==> config.mk <==
export PLATFORM = sky130hd
export DESIGN_NAME = mio_arbiter
export DESIGN_NICKNAME = d
export VERILOG_FILES = /design/src/rtl/mio_arbiter.sv
export SDC_FILE = /design/constraint.sdc
export NUM_CORES = 1
export LEC_CHECK = 0
export CAP_MARGIN = 5
export CORE_MARGIN = 5
export CORE_UTILIZATION = 43
export DETAILED_ROUTE_END_ITERATION = 16
export GPL_TIMING_DRIVEN = 0
export MAX_ROUTING_LAYER = met4
export PLACE_DENSITY_LB_ADDON = 0.2
export SLEW_MARGIN = 10
export SYNTH_ARGS = -nofsm -noshare
export SYNTH_HDL_FRONTEND = slang
export SYNTH_SLANG_ARGS = --single-unit
==> constraint.sdc <==
create_clock -name clk -period 3.85 [get_ports clk]
set_input_delay 1.155 -clock clk [delete_from_list [all_inputs] [get_ports clk]]
set_output_delay 1.155 -clock clk [all_outputs]
set_load 0.01 [all_outputs]
==> src/rtl/mio_arbiter.sv <==
// Two-port MIO bus arbiter: one transaction at a time with a timeout abort.
// Define MIO_ARBITER_RR_EN for round-robin arbitration; the default is fixed priority (port 0 wins).
module mio_arbiter #(
    parameter int unsigned TIMEOUT = 16
) (
    input  logic        clk,
    input  logic        RSTN,
    input  logic        m0_req,
    input  logic        m0_we,
    input  logic [31:0] m0_addr,
    input  logic [31:0] m0_wdata,
    output logic [31:0] m0_rdata,
    output logic        m0_done,
    output logic        m0_err,
    input  logic        m1_req,
    input  logic        m1_we,
    input  logic [31:0] m1_addr,
    input  logic [31:0] m1_wdata,
    output logic [31:0] m1_rdata,
    output logic        m1_done,
    output logic        m1_err,
    output logic        bus_valid,
    output logic        bus_mem_w,
    output logic [31:0] bus_addr,
    output logic [31:0] bus_wdata,
    input  logic [31:0] bus_rdata,
    input  logic        bus_ack,
    output logic        owner,
    output logic        busy
);

    localparam logic [7:0] TimeoutLast = 8'(TIMEOUT - 1);

    typedef enum logic [1:0] {
        StIdle,
        StAccess,
        StResp
    } state_e;

    state_e      state_q, state_d;
    logic        owner_q, owner_d;
    logic        we_q, we_d;
    logic [31:0] addr_q, addr_d;
    logic [31:0] wdata_q, wdata_d;
    logic [7:0]  cnt_q, cnt_d;
    logic        err_q, err_d;
    logic [31:0] rdata0_q, rdata0_d;
    logic [31:0] rdata1_q, rdata1_d;
    logic        winner;

`ifdef MIO_ARBITER_RR_EN
    logic last_q, last_d;

    // On a tie the port not served last wins.
    always_comb begin
        if (m0_req && m1_req) begin
            winner = ~last_q;
        end else begin
            winner = m1_req;
        end
    end

    always_ff @(posedge clk or negedge RSTN) begin
        if (!RSTN) begin
            last_q <= 1'b1;
        end else begin
            last_q <= last_d;
        end
    end

    always_comb begin
        last_d = last_q;
        if (state_q == StIdle && (m0_req || m1_req)) begin
            last_d = winner;
        end
    end
`else
    always_comb begin
        winner = ~m0_req;
    end
`endif

    always_comb begin
        state_d  = state_q;
        owner_d  = owner_q;
        we_d     = we_q;
        addr_d   = addr_q;
        wdata_d  = wdata_q;
        cnt_d    = cnt_q;
        err_d    = err_q;
        rdata0_d = rdata0_q;
        rdata1_d = rdata1_q;

        unique case (state_q)
            StIdle: begin
                if (m0_req || m1_req) begin
                    state_d = StAccess;
                    owner_d = winner;
                    we_d    = winner ? m1_we    : m0_we;
                    addr_d  = winner ? m1_addr  : m0_addr;
                    wdata_d = winner ? m1_wdata : m0_wdata;
                    cnt_d   = 8'd0;
                end
            end
            StAccess: begin
                // An ack arriving on the last allowed cycle still counts as success.
                if (bus_ack) begin
                    state_d = StResp;
                    err_d   = 1'b0;
                    if (owner_q) begin
                        rdata1_d = bus_rdata;
                    end else begin
                        rdata0_d = bus_rdata;
                    end
                end else if (cnt_q == TimeoutLast) begin
                    state_d = StResp;
                    err_d   = 1'b1;
                end else begin
                    cnt_d = cnt_q + 8'd1;
                end
            end
            StResp: begin
                state_d = StIdle;
            end
            default: begin
                state_d = StIdle;
            end
        endcase
    end

    always_ff @(posedge clk or negedge RSTN) begin
        if (!RSTN) begin
            state_q  <= StIdle;
            owner_q  <= 1'b0;
            we_q     <= 1'b0;
            addr_q   <= 32'd0;
            wdata_q  <= 32'd0;
            cnt_q    <= 8'd0;
            err_q    <= 1'b0;
            rdata0_q <= 32'd0;
            rdata1_q <= 32'd0;
        end else begin
            state_q  <= state_d;
            owner_q  <= owner_d;
            we_q     <= we_d;
            addr_q   <= addr_d;
            wdata_q  <= wdata_d;
            cnt_q    <= cnt_d;
            err_q    <= err_d;
            rdata0_q <= rdata0_d;
            rdata1_q <= rdata1_d;
        end
    end

    // Address and data come from the latched registers, so they hold outside ACCESS.
    always_comb begin
        bus_valid = (state_q == StAccess);
        bus_mem_w = (state_q == StAccess) && we_q;
        bus_addr  = addr_q;
        bus_wdata = wdata_q;
        m0_done   = (state_q == StResp) && !owner_q;
        m1_done   = (state_q == StResp) && owner_q;
        m0_err    = m0_done && err_q;
        m1_err    = m1_done && err_q;
        m0_rdata  = rdata0_q;
        m1_rdata  = rdata1_q;
        owner     = owner_q;
        busy      = (state_q != StIdle);
    end

endmodule

== Word level (Yosys, flattened, before mapping) ==
Cells that the tools add are included.
Storage, ports and cells
  bits in registers: 141
  input port bits: 167
  output and inout bits: 136
Cells by class
  add/subtract/negate cells: 1
  equality and inequality tests: 7
  muxes and demuxes: 13
  bitwise operators: 2
  reductions and logical operators: 17
Operator list (count)
  2-to-1 mux 32 bit: 2
  2-to-1 mux 8 bit: 3
  case mux 8 bit (2 select lines): 1
  adder 8 x 1 -> 8 bit, second input constant: 1
  equality test 8 x 4 -> 1 bit, second input constant: 1
  2-to-1 mux 2 bit: 3
  inequality test 2 bit, second input constant: 3
  AND reduction 2 bit: 3
  AND reduction 3 bit: 2
  nonzero test 2 bit: 3
  logical AND 1 bit: 5
  case mux 2 bit (2 select lines): 1
  AND reduction 4 bit: 1
  2-to-1 mux 1 bit: 3
  inequality test 3 x 1 -> 1 bit, second input constant: 1
  equality test 2 x 1 -> 1 bit, second input constant: 1
  equality test 2 bit, second input constant: 1
  logical NOT 2 bit: 1
  NOT 1 bit: 2
  logical NOT 1 bit: 1
  logical OR 1 bit: 1

== Longest topological paths before layout ==
  word-level depth: 4
  depth in mapped cells: 7

== Worst setup path after synthesis ==
Ideal clock, no wire load.
  path kind: in2reg
  from: input port m0_req
  to: register addr_q[28] (netlist: bus_addr[28])
  library setup time: 0.136 ns
  data arrival time: 1.989 ns
  data required time: 3.714 ns
  slack: 1.725 ns
  stages: 5
  buffers on the path: 3
  path through: buf_2 > o21ai_1 > buf_2 > clkbuf_1 > o21ai_0
Between the ends
  cells in the longest elaborated chain, start to end: 2
Ends and longest elaborated chain
  start: declaration: RTL line 8  | input logic m0_req,
  logical OR 1 bit: RTL line 96  | if (m0_req || m1_req) begin
  AND reduction 2 bit (no source line)
  end signal: assignment: RTL line 146  | addr_q <= addr_d;
  end: declaration: RTL line 43  | logic [31:0] addr_q, addr_d;
Several ways; a longest one is shown, not always the timed one.
A chain may end at the register's enable or synchronous reset.

== Worst setup path in the final report ==
  from: register state_q[1]
  to: output port bus_mem_w
Between the ends
  cells in the longest elaborated chain, start to end: 2
Ends and longest elaborated chain
  start: declaration: RTL line 40  | state_e state_q, state_d;
  start signal: assignment: RTL line 133  | state_q <= StIdle;
  start signal: assignment: RTL line 143  | state_q <= state_d;
  equality test 2 x 1 -> 1 bit: RTL line 158  | bus_mem_w = (state_q == StAccess) && we_q;
  logical AND 1 bit: RTL line 158
  end: declaration: RTL line 23  | output logic bus_mem_w,
Every way passes these cells.

==> results.yml <==
run_status:
  status: "finished, final reports clean"
logic_synthesis:
  yosys-top-cells-count: "141 x dfrtp_1, 72 x nand2_1, 65 x mux2i_1"
  synth_xor_area_share_pct: 0.145
  synth_edf_count: 0
  synth.mux.area_fraction_pct: 22.7
  synth_adder_area_share_pct: 0.207
  synth_area_mm2: 0.00603
  synth_nets: 659
  yosysMostFrequentCell: "dfrtp_1"
  yosys.area.top_type: "dfrtp_1"
  synth_compound_area_share_pct: 7.26
  synth_warnings: 0
  ys_seq_elements: 141
  async_flop_share_pct: 100
  synth_ff_type: "dfrtp_1"
  postSynthAreaPerCell_um2: 12.3
  yosys.area_share.simple_pct: 7.90
  synth_top_family_by_area: "multiplexers"
  synthTopCellsByArea: "dfrtp_1 58%, mux2_2 11%, mux2i_1 11%, o21ai_0 4.7%, nand2_1 4.5%"
  yosysTopAreaCellShare_pct: 58.5
  syn_inst: 491
  synth_cell_type_count: 40
  ys_seq_area_share_pct: 58.5
route:
  wl_per_cell_um: 17.9
  drcViolationCount: 0
  antenna_left: 0
  num_vias: 5015
  vias_per_cell: 4.99
  dr.first_iter.drc_count: 211
  first_pass_iters: 4
  drt-total-wl_um: 18000
sta:
  period_share_pct: 78.0
  final-setup-viol-count: 0
  clock_skew_ns: 0.00766
  slew_headroom_pct: 63.5
  min_period_ns: 3.00
  max_freq_mhz: 333
  rsz0062_at_grt: "no"
  worstMarginPinSlew_ns: 0.548
  finalMaxSlewViolations: 0
  hold_viol_final: 0
pwr:
  p_per_area_mw_per_mm2: 765
  p_leak_nw: 4.32
  power_mw: 7.58
  ir_drop_uv: 360
grt:
  antenna_found_initial: 0
  grt_max_degree: 83
  grt_pass1_vias: 5519
  grt_pass1_wl_um: 28200
  grt_util_met2_pct: 39.2
  gr-total-overflow: 0
  met1_usage_pct: 24.4
  use_met3_pct: 8.05
  grtUsageTotal_pct: 22.7
  busiest_layer: "met2"
clock_tree:
  post_cts_buffers: 0
  clock-sinks: 141
  cts_buffers: 17
  clockRootBuffer: "clkbuf_16"
  cts-hold-fix-buffers: 0
  clkLatencyLatePin_ns: 0.41
  cts_max_path_buffers: 2
  htree_levels: 4
  cts_tree: "built"
  cts_resized: 0
  cts.clk_slew.worst_paths_ns: 0.05
layout:
  nFillCells: 1023
  finalCoreUtilization_pct: 71.6
  fin_nets: 980
  drive_above_1_share_pct: 14.8
  diodes: 0
  area_delta_synth_final_pct: 64.1
worst_setup_path:
  crit_slowest_cell: "clkdlybuf4s50_1"
  cp.required_ns: 2.69
  end_kind: "primary output"
  critPathKind: "register to primary output"
  crit_chain: "nand2b_4 -> inv_2 -> and2_1 -> clkdlybuf4s50_1"
  crit_path_max_fanout: 7
  cp.arrival_ns: 1.85
  worstSetupStartpointType: "register"
  cp_slowest_stage_delay_ns: 0.56
flow_run:
  cap_violations: 0
floorplan:
  die_width_um: 128
  coreArea_mm2: 0.0138
  core.rowCount: 43
  dieArea_mm2: 0.0165
  ioPinCount: 303
  die_h_um: 128
  start_util_pct: 43.6
placed_design:
  gp_congestion: 0.852
  port_buffers: 301
  hpwl_um: 14200
min_path:
  hold_path.class: "register to register"
## cell usage in the layout, fill, tap and decap left out, types with 5 or more instances in the layout
| cell type | instances |
|---|---|
| clkbuf_1 | 9 |
| mux2i_1 | 65 |
| mux2_2 | 61 |
| clkdlybuf4s50_1 | 300 |
| o21ai_0 | 57 |
| buf_6 | 8 |
| nand3_1 | 11 |
| clkbuf_16 | 17 |
| dfrtp_1 | 141 |
| nand2_1 | 72 |
| a21oi_1 | 5 |
| buf_2 | 14 |
| o21ai_1 | 12 |
## registers in the layout, indices dropped and copies added (netlist names)
name	flops
cnt_q	8
state_q	2
err_q	1
bus_wdata	32
m0_rdata	32
owner	1
m1_rdata	32
bus_addr	32
we_q	1
## worst paths after layout
check	endpoint	slack, ns	cells past startpoint	from
hold reg to reg	bus_addr[24]$_DFFE_PN0P_	0.48	2	bus_addr[24]$_DFFE_PN0P_
min in group asynchronous	m0_rdata[22]$_DFFE_PN0P_	0.71	1	RSTN
setup reg to reg	m0_rdata[10]$_DFFE_PN0P_	2.15	6	state_q[1]$_DFFE_PN0P_
max in group asynchronous	bus_wdata[25]$_DFFE_PN0P_	2.34	2	RSTN
setup / recovery	bus_mem_w	0.85	4	state_q[1]$_DFFE_PN0P_
hold / removal	bus_addr[24]$_DFFE_PN0P_	0.48	2	bus_addr[24]$_DFFE_PN0P_
## metal layers
metal | routed length (um) | part of all wire, %
met1 | 6580 | 37
met2 | 9490 | 53
met3 | 1630 | 9.1
met4 | 274 | 1.5
met5 | 0 | 0
## power breakdown
group	internal, mW	switching [mW]	leakage, nW	total, mW
registers	2.19	0.399	1.72	2.59
clock network	1.05	0.598	0.290	1.65
logic	1.92	1.42	2.31	3.34
total	5.17	2.41	4.32	7.58
## final cells by class
| type | count | area (um2) | share of cell area, % |
|---|---|---|---|
| inverter | 2 | 7.51 | 0.0758 |
| clock buffer | 22 | 464 | 4.69 |
| timing repair buffer | 302 | 3040 | 30.7 |
| clock inverter | 10 | 138 | 1.39 |
| multi-input combinational | 318 | 2310 | 23.3 |
| sequential | 141 | 3530 | 35.6 |
| buffer | 30 | 190 | 1.92 |
| tap | 180 | 225 | 2.27 |
## through the flow
stage / hold slack [ns] / cells / setup TNS [ns] / cell area [um2] / setup slack (ns)
finish: 0.477 / 1005 / 0 / 9900 / 0.846
floorplan: 0.447 / 491 / 0 / 6030 / 1.73
CTS: 0.481 / 1005 / 0 / 9900 / 0.806
global route: 0.503 / 1005 / 0 / 9900 / 0.732
global placement: 0.463 / 972 / -529.83 / 9270 / -3.76
detailed placement: 0.469 / 973 / 0 / 9300 / 1.05
## kinds of logic after synthesis
kind of cell	Yosys count
buffers and inverters	32
flip-flops	141
multiplexers	129
AO/OA/AOI/OAI	83
AND/OR/NAND/NOR	104
adder cells (fa/ha/maj)	1
XOR/XNOR	1
## critical path: cells and delay by family (launching register included)
family	cells	cell delay, ns
flip-flops	1	0.41
buffers and inverters	2	0.71
AND/OR/NAND/NOR	2	0.32
Note: power is estimated with default switching activity, not from simulation.
